`src/rtl/mbist_pkg.sv`:
```
`timescale 1ns/1ps
`default_nettype none
// ============================================================================
//  Module  : mbist_pkg
//  Purpose : Shared types and March C- element tables for sram_mbist_ctrl.
//            Bit i of every table describes march element i:
//              E0 up(w0)  E1 up(r0,w1)  E2 up(r1,w0)
//              E3 dn(r0,w1)  E4 dn(r1,w0)  E5 up(r0)
//  Ports   : none (package)
//  Rev     : 1.0  initial release
// ============================================================================
package mbist_pkg;

  typedef enum logic [1:0] {
    ST_IDLE  = 2'd0,
    ST_RUN   = 2'd1,
    ST_DRAIN = 2'd2,
    ST_DONE  = 2'd3
  } state_t;

  localparam int NUM_ELEM = 6;
  localparam int ELEM_W   = 3;

  // 1 = element walks addresses downward
  localparam logic [NUM_ELEM-1:0] ELEM_DOWN     = 6'b011000;
  // 1 = two ops per address (read then write), 0 = single op
  localparam logic [NUM_ELEM-1:0] ELEM_TWO_OP   = 6'b011110;
  // For single-op elements: 1 = that op is a write
  localparam logic [NUM_ELEM-1:0] ELEM_FIRST_WR = 6'b000001;
  // Expected read value: 1 = all ones, 0 = all zeros
  localparam logic [NUM_ELEM-1:0] ELEM_RD_POL   = 6'b010100;
  // Write data: 1 = all ones, 0 = all zeros
  localparam logic [NUM_ELEM-1:0] ELEM_WR_POL   = 6'b001010;

endpackage
`default_nettype wire

```
`src/rtl/mbist_addr_gen.sv`:
```
`timescale 1ns/1ps
`default_nettype none
// ============================================================================
//  Module  : mbist_addr_gen
//  Purpose : Up/down address counter for the march engine, with a load of
//            the element start address and a terminal-count flag.
//  Ports   : clk, rst_n     clock, async active-low reset
//            i_load         load start address (takes priority over step)
//            i_load_down    start address select: 1 = NUM_WORD-1, 0 = 0
//            i_step         advance one address in direction i_down
//            i_down         current direction (1 = decrement)
//            o_addr         current address
//            o_last         current address is the terminal one for i_down
//  Rev     : 1.0  initial release
// ============================================================================
module mbist_addr_gen #(
  parameter int NUM_WORD = 1024,
  parameter int ADDR_W   = 10
) (
  input  logic              clk,
  input  logic              rst_n,
  input  logic              i_load,
  input  logic              i_load_down,
  input  logic              i_step,
  input  logic              i_down,
  output logic [ADDR_W-1:0] o_addr,
  output logic              o_last
);

  localparam logic [ADDR_W-1:0] LAST_ADDR = ADDR_W'(NUM_WORD - 1);

  logic [ADDR_W-1:0] r_addr;

  always_ff @(posedge clk or negedge rst_n) begin
    if (!rst_n) begin
      r_addr <= '0;
    end else if (i_load) begin
      r_addr <= i_load_down ? LAST_ADDR : '0;
    end else if (i_step) begin
      r_addr <= i_down ? (r_addr - 1'b1) : (r_addr + 1'b1);
    end
  end

  assign o_addr = r_addr;
  assign o_last = i_down ? (r_addr == '0) : (r_addr == LAST_ADDR);

endmodule
`default_nettype wire

```
`src/rtl/sram_mbist_ctrl.sv`:
```
`timescale 1ns/1ps
`default_nettype none
// ============================================================================
//  Module  : sram_mbist_ctrl
//  Purpose : March C- BIST engine for a single-port SRAM macro. Drives the
//            BIST-side port, checks Q one cycle after each read and reports
//            busy / sticky done / sticky fail.
//  Ports   : clk, rst_n     clock, async active-low reset
//            start          one-cycle launch pulse (honoured in IDLE/DONE)
//            Q              SRAM read data
//            BIST,CEBM,WEBM,AM,DM,BWEBM  SRAM BIST port (active-low enables)
//            bist_busy      test in progress (RUN/DRAIN)
//            bist_done      sticky, test finished
//            bist_fail      sticky, any miscompare
//  Option  : MBIST_DIAG_EN adds fail_addr / fail_elem / fail_bits, capturing
//            the first miscompare until the next start or reset.
//  Rev     : 1.0  initial release
// ============================================================================
module sram_mbist_ctrl
  import mbist_pkg::*;
#(
  parameter int NUM_WORD = 1024,
  parameter int ADDR_W   = 10,
  parameter int DATA_W   = 32,
  parameter int READ_LAT = 1
) (
  input  logic              clk,
  input  logic              rst_n,
  input  logic              start,
  input  logic [DATA_W-1:0] Q,
  output logic              BIST,
  output logic              CEBM,
  output logic              WEBM,
  output logic [ADDR_W-1:0] AM,
  output logic [DATA_W-1:0] DM,
  output logic [DATA_W-1:0] BWEBM,
  output logic              bist_busy,
  output logic              bist_done,
  output logic              bist_fail
`ifdef MBIST_DIAG_EN
  ,
  output logic [ADDR_W-1:0] fail_addr,
  output logic [ELEM_W-1:0] fail_elem,
  output logic [DATA_W-1:0] fail_bits
`endif
);

  state_t              r_state, w_state_nxt;
  logic [ELEM_W-1:0]   r_elem, w_elem_nxt, w_elem_inc;
  logic                r_phase, w_phase_nxt;   // 0 = first op at address, 1 = second
  logic                w_load, w_load_down, w_step;
  logic [ADDR_W-1:0]   w_addr;
  logic                w_last;
  logic                w_run, w_is_write, w_addr_done, w_start_ok;

  logic                r_cmp_valid;
  logic [DATA_W-1:0]   r_cmp_exp;
  logic [DATA_W-1:0]   w_diff;
  logic                w_cmp_en, w_mis;
  logic                r_fail;

  assign w_run       = (r_state == ST_RUN);
  assign w_elem_inc  = r_elem + 3'd1;
  assign w_is_write  = ELEM_TWO_OP[r_elem] ? r_phase : ELEM_FIRST_WR[r_elem];
  assign w_addr_done = ~ELEM_TWO_OP[r_elem] | r_phase;
  assign w_start_ok  = start && ((r_state == ST_IDLE) || (r_state == ST_DONE));

  mbist_addr_gen #(
    .NUM_WORD (NUM_WORD),
    .ADDR_W   (ADDR_W)
  ) u_addr_gen (
    .clk         (clk),
    .rst_n       (rst_n),
    .i_load      (w_load),
    .i_load_down (w_load_down),
    .i_step      (w_step),
    .i_down      (ELEM_DOWN[r_elem]),
    .o_addr      (w_addr),
    .o_last      (w_last)
  );

  always_ff @(posedge clk or negedge rst_n) begin
    if (!rst_n) begin
      r_state <= ST_IDLE;
      r_elem  <= '0;
      r_phase <= 1'b0;
    end else begin
      r_state <= w_state_nxt;
      r_elem  <= w_elem_nxt;
      r_phase <= w_phase_nxt;
    end
  end

  // The terminal address of an element loads the next element's start
  // address directly, so consecutive elements run back to back.
  always_comb begin
    w_state_nxt = r_state;
    w_elem_nxt  = r_elem;
    w_phase_nxt = r_phase;
    w_load      = 1'b0;
    w_load_down = 1'b0;
    w_step      = 1'b0;
    case (r_state)
      ST_IDLE, ST_DONE: begin
        if (start) begin
          w_state_nxt = ST_RUN;
          w_elem_nxt  = '0;
          w_phase_nxt = 1'b0;
          w_load      = 1'b1;
          w_load_down = ELEM_DOWN[0];
        end
      end
      ST_RUN: begin
        if (!w_addr_done) begin
          w_phase_nxt = 1'b1;
        end else begin
          w_phase_nxt = 1'b0;
          if (w_last) begin
            if (r_elem == ELEM_W'(NUM_ELEM - 1)) begin
              w_state_nxt = ST_DRAIN;
            end else begin
              w_elem_nxt  = w_elem_inc;
              w_load      = 1'b1;
              w_load_down = ELEM_DOWN[w_elem_inc];
            end
          end else begin
            w_step = 1'b1;
          end
        end
      end
      ST_DRAIN: w_state_nxt = ST_DONE;
      default:  w_state_nxt = ST_IDLE;
    endcase
  end

  // SRAM port is decoded straight from state so an asynchronous reset puts
  // the pins in their idle values without waiting for a clock.
  assign BIST      = (r_state == ST_RUN) || (r_state == ST_DRAIN);
  assign bist_busy = BIST;
  assign bist_done = (r_state == ST_DONE);
  assign CEBM      = ~w_run;
  assign WEBM      = ~(w_run & w_is_write);
  assign BWEBM     = (w_run & w_is_write) ? '0 : '1;
  assign DM        = (w_run & w_is_write & ELEM_WR_POL[r_elem]) ? '1 : '0;
  assign AM        = w_run ? w_addr : '0;

  // Compare stage: Q belongs to the read issued one cycle earlier.
  assign w_diff   = Q ^ r_cmp_exp;
  assign w_cmp_en = r_cmp_valid && (READ_LAT == 1);
  assign w_mis    = w_cmp_en && (|w_diff);

  always_ff @(posedge clk or negedge rst_n) begin
    if (!rst_n) begin
      r_cmp_valid <= 1'b0;
      r_cmp_exp   <= '0;
      r_fail      <= 1'b0;
    end else begin
      r_cmp_valid <= w_run & ~w_is_write;
      r_cmp_exp   <= ELEM_RD_POL[r_elem] ? '1 : '0;
      if (w_start_ok) begin
        r_fail <= 1'b0;
      end else if (w_mis) begin
        r_fail <= 1'b1;
      end
    end
  end

  assign bist_fail = r_fail;

`ifdef MBIST_DIAG_EN
  logic [ADDR_W-1:0] r_cmp_addr;
  logic [ELEM_W-1:0] r_cmp_elem;
  logic [ADDR_W-1:0] r_fail_addr;
  logic [ELEM_W-1:0] r_fail_elem;
  logic [DATA_W-1:0] r_fail_bits;

  always_ff @(posedge clk or negedge rst_n) begin
    if (!rst_n) begin
      r_cmp_addr  <= '0;
      r_cmp_elem  <= '0;
      r_fail_addr <= '0;
      r_fail_elem <= '0;
      r_fail_bits <= '0;
    end else begin
      r_cmp_addr <= w_addr;
      r_cmp_elem <= r_elem;
      if (w_start_ok) begin
        r_fail_addr <= '0;
        r_fail_elem <= '0;
        r_fail_bits <= '0;
      end else if (w_mis && !r_fail) begin
        // Only the first miscompare of a run is kept.
        r_fail_addr <= r_cmp_addr;
        r_fail_elem <= r_cmp_elem;
        r_fail_bits <= w_diff;
      end
    end
  end

  assign fail_addr = r_fail_addr;
  assign fail_elem = r_fail_elem;
  assign fail_bits = r_fail_bits;
`endif

endmodule
`default_nettype wire

```
`config.mk`:
```
export PLATFORM = sky130hd
export DESIGN_NAME = sram_mbist_ctrl
export DESIGN_NICKNAME = d
export VERILOG_FILES = /design/src/rtl/mbist_pkg.sv /design/src/rtl/mbist_addr_gen.sv /design/src/rtl/sram_mbist_ctrl.sv
export SDC_FILE = /design/constraint.sdc
export NUM_CORES = 1
export LEC_CHECK = 0
export ABC_AREA = 0
export CORE_ASPECT_RATIO = 0.9
export CORE_MARGIN = 3
export CORE_UTILIZATION = 41
export CTS_CLUSTER_DIAMETER = 150
export CTS_CLUSTER_SIZE = 12
export DETAILED_ROUTE_END_ITERATION = 16
export PLACE_DENSITY_LB_ADDON = 0.2
export RECOVER_POWER = 100
export SYNTH_ARGS = -nofsm -noshare
export SYNTH_HDL_FRONTEND = slang
export SYNTH_SLANG_ARGS = --single-unit
```
`constraint.sdc`:
```
create_clock -name clk -period 5 [get_ports clk]
set_clock_uncertainty 0.1 [all_clocks]
set_input_delay 0.5 -clock clk [delete_from_list [all_inputs] [get_ports clk]]
set_output_delay 0.5 -clock clk [all_outputs]
set_load 0.02 [all_outputs]
```
### Word level (Yosys, flattened, before mapping)

Memory sizes are Yosys's and may differ from the RTL's.
Index checks and enable logic that the tools add are counted.

| operators by class | value |
|---|---|
| magnitude comparators | 2 |
| bitwise logic cells | 9 |
| add/subtract/negate cells | 3 |
| multiplexer cells | 43 |
| reductions and logical operators | 14 |
| equal/unequal tests | 10 |

Operators with widths:

| operator | count |
|---|---|
| two-way mux 32 bit | 3 |
| two-way mux 10 bit | 5 |
| OR reduction 32 bit | 1 |
| bitwise XOR 32 bit | 1 |
| two-way mux 1 bit | 23 |
| two-way mux 3 bit | 4 |
| adder 10 x 1 -> 10 bit (second input constant) | 1 |
| equality test 10 bit (second input constant) | 1 |
| logical NOT 10 bit | 1 |
| subtractor 10 x 1 -> 10 bit (second input constant) | 1 |
| < comparator 3 x 4 -> 1 bit (second input constant) | 2 |
| two-way mux 2 bit | 4 |
| inequality test 2 x 1 -> 1 bit (second input constant) | 3 |
| case mux 2 bit (3 select lines) | 1 |
| case mux 3 bit (2 select lines) | 1 |
| nonzero test 2 bit | 3 |
| AND reduction 5 bit | 1 |
| equality test 2 bit (second input constant) | 2 |
| inequality test 2 bit (second input constant) | 2 |
| inverter 1 bit | 4 |
| case mux 1 bit (2 select lines) | 2 |
| AND reduction 4 bit | 1 |
| adder 3 x 1 -> 3 bit (second input constant) | 1 |
| AND 1 bit | 3 |
| other kinds (8) | 10 |

| word-level totals | value |
|---|---|
| input bits | 35 |
| bits in read-only memories | 48 |
| memories | 6 |
| word-level logic and storage cells | 94 |
| register bits after elaboration | 50 |

Memories:

| name | depth | width | rd ports | clocked after memory_dff | wr ports | RTL line | RTL |
|---|---|---|---|---|---|---|---|
| (no name shown) | 8 | 1 | 1 | 0 | 0 | sram_mbist_ctrl.sv:159 | `r_cmp_exp <= ELEM_RD_POL[r_elem] ? '1 : '0;` |
| (no name shown) | 8 | 1 | 1 | 0 | 0 | sram_mbist_ctrl.sv:144 | `assign DM = (w_run & w_is_write & ELEM_WR_POL[r_elem]) ? '1 : '0;` |
| (no name shown) | 8 | 1 | 1 | 0 | 0 | sram_mbist_ctrl.sv:124 | `w_load_down = ELEM_DOWN[w_elem_inc];` |
| (no name shown) | 8 | 1 | 1 | 0 | 0 | sram_mbist_ctrl.sv:77 | `.i_down (ELEM_DOWN[r_elem]),` |
| (no name shown) | 8 | 1 | 1 | 0 | 0 | sram_mbist_ctrl.sv:65 | `assign w_addr_done = ~ELEM_TWO_OP[r_elem] \| r_phase;` |
| (no name shown) | 8 | 1 | 1 | 0 | 0 | sram_mbist_ctrl.sv:64 | `assign w_is_write = ELEM_TWO_OP[r_elem] ? r_phase : ELEM_FIRST_WR[r_elem];` |

### Logic depth before layout (Yosys ltp)

| logic depth | value |
|---|---|
| word-level depth | 9 |
| gate-level depth with buffers | 11 |
| mapped depth without buffers | 11 |

### Modules after synthesis

From an unflattened synthesis, not the netlist that was laid out.

| second synthesis, totals | value |
|---|---|
| cells, all modules | 280 |
| area, all modules | 2244.7 um2 |

By module, submodules not included:

| module | instances | cells an instance | area each (um2) | sequential area each (um2) |
|---|---|---|---|---|
| sram_mbist_ctrl | 1 | 188 | 1401.3 | 225.2 |
| mbist_addr_gen | 1 | 92 | 843.3 | 250.2 |

### Worst setup path after synthesis

No wires, ideal clock.

| timing path | value |
|---|---|
| path kind | register to output |
| from | register r_state[1] |
| to | output port DM[10] |
| cell stages (with the launch flop) | 7 |
| buffers on the path | 2 |
| setup slack | -0.116 ns |
| data required time | 4.400 ns |
| arrival time | 4.516 ns |
| path through | dfrtp_1 > inv_1 > ha_1 > clkbuf_1 > clkinv_1 > nor4_1 > buf_4 |

| on the way | value |
|---|---|
| word-level cells in the longest chain between the ends | 4 |

RTL lines:

| element | RTL line | RTL |
|---|---|---|
| start: declaration | sram_mbist_ctrl.sv:48 | `state_t r_state, w_state_nxt;` |
| start signal: assignment | sram_mbist_ctrl.sv:88 | `r_state <= w_state_nxt;` |
| equality test 2 x 1 -> 1 bit | sram_mbist_ctrl.sv:62 | `assign w_run = (r_state == ST_RUN);` |
| AND 1 bit (2 in series) | sram_mbist_ctrl.sv:144 |  |
| two-way mux 32 bit | sram_mbist_ctrl.sv:144 |  |
| end: declaration | sram_mbist_ctrl.sv:35 | `output logic [DATA_W-1:0] DM,` |

No other way between the ends.

### Worst setup path in the final report

| timing path | value |
|---|---|
| from | register r_state[1] |
| to | output port DM[14] |

Same word-level chain as after synthesis.

==> PnR_summary.wiki <==
{| class="wikitable"
! Metric !! Value
|-
| Critical path peak fanout || 32
|-
| Total number of nets in the final design || 385
|-
| Classification of the worst setup path || flop to primary output
|-
| Number of distinct standard cells referenced by the synthesized netlist || 47
|-
| Number of fillers in the final layout || 467
|-
| Class of the most critical hold timing path || flop to flop
|-
| Total Negative Setup Slacks || 0 ns
|-
| Crit path launch type || flop
|-
| Routed via count || 2060
|-
| Fraction of registers with async set/reset || 100%
|-
| TritonCTS clock tree || yes
|-
| Cell types occupying the most area after synthesis || sky130_fd_sc_hd__buf_4 21%, sky130_fd_sc_hd__dfrtp_1 21%, sky130_fd_sc_hd__ha_1 9.5%
|-
| Count of clock tree sinks || 19
|-
| Final Critical Period || 3.61 ns
|-
| Average wire per standard cell || 15.1 um
|-
| Port bufs || 114
|-
| Fraction of final layout cells with drive strength greater than 1 || 3.32%
|-
| Number of clock buffers inserted by TritonCTS || 3
|-
| Number of optimization iterations in the first detailed-route pass || 4
|-
| Ys Warns || 0
|-
| Overall overflow remaining after global route || 0
|-
| Number of enable-type register cells in the synthesized netlist || 0
|-
| Floorplan Core Area || 5070 sq um
|-
| Pwr Density || 770 nW/um^2
|-
| Total half-perimeter wirelength after legalization and detailed placement || 4830 um
|-
| Remaining routing DRC violations || 0
|-
| Detailed Route WL || 5960 um
|-
| Die footprint || 6400 sq um
|-
| Number of hold buffers added after CTS || 0
|-
| Global-route wire length before repair || 9840 um
|-
| Final RePlAce weighted congestion || 0.922
|-
| Die X || 84.0 um
|-
| Clock latency reported for the late side of the worst-skew pair || 0.26 ns
|-
| Avg Synthesized Cell Area || 7.98 sq um
|-
| Synth Instances || 281
|-
| Normalized max-slew margin || 28.0%
|-
| Post-CTS clock slew at the launch and capture registers of the worst setup and hold paths || 0.07 ns
|-
| Delay contributed by the slowest stage of the critical path || 0.72 ns
|-
| Share of power burned in registers || 14.3%
|-
| Final number of setup-violating endpoints || 0
|-
| Max-cap violations || 0
|-
| Post-Place Cells || 392
|-
| Worst ir drop on vdd || 0.423 mV
|-
| Post-synthesis net count || 334
|-
| Crit. End Element || primary output
|-
| Clk root buf || sky130_fd_sc_hd__clkbuf_8
|-
| Final antenna diode count || 0
|-
| Height of the die || 76.2 um
|-
| Synth Flop Type || sky130_fd_sc_hd__dfrtp_1
|-
| Share of the core filled with cells in the final layout || 59.7%
|-
| GRT Overall Usage || 18.3%
|-
| WP data required || 4.40 ns
|-
| Longest Clk Path Bufs || 2
|-
| Clock network fraction of total power || 4.5%
|-
| Setup slack after layout || 1.39 ns
|-
| P_leak || 1.30 nW
|-
| Maximum achievable frequency || 277 MHz
|-
| Total Power || 2.33 mW
|-
| H-tree depth || 1
|-
| Internal power || 1.11 mW
|-
| Netlist area before placement || 2240 sq um
|-
| Sw power || 1.22 mW
|-
| Sequential element share of the synthesized area || 21.2%
|-
| Via count of the first global-routing pass || 1922
|-
| Arrival time at the worst endpoint || 3.01 ns
|-
| Final Max Tran Viols || 0
|-
| Area leader, netlist || sky130_fd_sc_hd__buf_4
|-
| I/O pin count || 115
|-
| Register bit count reported by yosys || 19
|-
| Slew of the pin with the lowest slew margin || 1.07 ns
|-
| # Post-CTS Setup Buffers || 0
|-
| Result of the run || finished, final reports clean
|-
| Comb power frac || 81.1%
|-
| Count of non-filler cells in the finished layout || 396
|-
| Ordered cell list for the critical path || inv_1, ha_1, clkinv_1, nor4_4, buf_4, dlygate4sd3_1
|-
| Post-cts gate resize count || 0
|-
| Syn-to-layout area delta || 35.0%
|-
| Switching share of power || 52.5%
|-
| Setup slack at placement || 1.59 ns
|-
| Antenna-violating nets left || 0
|-
| Cell family with most CP delay || buffers and inverters
|-
| CP bufs+invs || 4
|-
| Final worst-path cycle share || 72.2%
|-
| Setup repair after global routing missed its margin || false
|-
| Largest net degree at the start of global routing || 34
|-
| Vias per inst || 5.20
|-
| Initial core utilization || 44.2%
|-
| Crit path max-delay cell type || sky130_fd_sc_hd__dlygate4sd3_1
|-
| Initial antenna violation count || 0
|-
| Fraction of post-synthesis cell area in the top cell type by area || 21.4%
|-
| DRC violation total after the first TritonRoute iteration || 84
|-
| Hold Vio Cnt, Final || 0
|-
| Cell Rows || 24
|}
cell usage after synthesis (all sizes together), types with 2 or more instances:
cell type	n
a211oi	2
a21o	4
a21oi	11
a31oi	5
and2	8
buf	66
clkbuf	4
dfrtp	19
ha	17
inv	13
mux2i	6
nand2	21
nand2b	3
nand3	9
nand4	7
nor2	16
nor2b	2
nor3	13
nor4	6
o211ai	4
o21a	4
o21ai	5
o22a	3
o22ai	4
o2bb2ai	2
o31a	2
o31ai	2
or4	5
xnor2	3
xor2	3
kinds of logic after synthesis:
group | synth area share, %
buf+inv | 24.8
simple gates | 21.5
compound gates | 16.4
xor+xnor | 2.34
flops | 21.2
fa+ha+maj | 10.4
mux | 3.35
path summary, 6_finish.rpt:
kind,startpoint,endpoint,depth (start not counted),slack (ns)
hold reg to reg,r_cmp_valid,bist_fail,2,0.42
min in group asynchronous,rst_n,u_addr_gen.o_addr[4],1,0.69
setup reg to reg,r_elem[0],u_addr_gen.o_addr[7],10,1.73
setup / recovery,r_state[1],DM[14],6,1.39
max in group asynchronous,rst_n,r_cmp_valid,1,3.58
hold / removal,r_cmp_valid,bist_fail,2,0.42
sequential cells by signal, summed over array words and instances, names as in the netlist:
name,count
bist_fail,1
r_cmp_exp,1
r_cmp_valid,1
r_elem,3
r_phase,1
r_state,2
u_addr_gen.o_addr,10
tightest hold or removal path, stage by stage (launching register included):
cell and delay [ns]:
sky130_fd_sc_hd__dfrtp_1 0.32, sky130_fd_sc_hd__a21oi_1 0.06, sky130_fd_sc_hd__a21oi_1 0.10
power groups by stage:
| stage | Combinational (mW) | Clock, mW | Sequential, mW |
|---|---|---|---|
| 2_1_floorplan | 1.55 | 0 | 0.298 |
| 3_3_place_gp | 1.99 | 0 | 0.334 |
| 3_5_place_dp | 2.01 | 0 | 0.334 |
| 4_1_cts | 2.02 | 0.109 | 0.332 |
| 5_1_grt | 2.09 | 0.116 | 0.347 |
| 6_report | 1.89 | 0.106 | 0.334 |
placed cells by master (no fill, tap or decap), types with 5 or more instances in the layout:
cell                              instances
sky130_fd_sc_hd__a21oi_1                 11
sky130_fd_sc_hd__and2_1                   8
sky130_fd_sc_hd__mux2i_1                  6
sky130_fd_sc_hd__dlygate4sd3_1           81
sky130_fd_sc_hd__dfrtp_1                 19
sky130_fd_sc_hd__nand3_1                  9
sky130_fd_sc_hd__nor2_1                  16
sky130_fd_sc_hd__a31oi_1                  5
sky130_fd_sc_hd__ha_1                    17
sky130_fd_sc_hd__o21ai_0                  5
sky130_fd_sc_hd__or4_1                    5
sky130_fd_sc_hd__inv_1                   13
sky130_fd_sc_hd__nand4_1                  7
sky130_fd_sc_hd__clkdlybuf4s50_1         33
sky130_fd_sc_hd__nor3_1                  13
sky130_fd_sc_hd__nand2_1                 21
metrics by stage:
stage | cell area, sq um | hold WS [ns]
floorplan | 2250 | 0.104
global placement | 2990 | 0.403
detailed placement | 2990 | 0.416
CTS | 3040 | 0.430
global route | 3030 | 0.480
finish | 3030 | 0.417
final cells by class:
type,count,area [sq um],area share [%]
timing repair buffer,116,1160,38.2
multi-input combinational,178,1220,40.2
tap,65,81.3,2.68
clock buffer,3,41.3,1.36
clock inverter,1,5.00,0.165
sequential,19,475,15.7
inverter,14,52.6,1.73
per-layer routing:
layer / part of all wire (%) / GRT usage [%] / vias to the layer above
li1: - / - / 1032
met1: 45 / 25.3 / 935
met2: 46 / 29.7 / 91
met3: 8.6 / 4.54 / 2
met4: 0.30 / 2.41 / 0
met5: 0 / 0 / -
No activity file was read; power rests on OpenSTA's default activity.
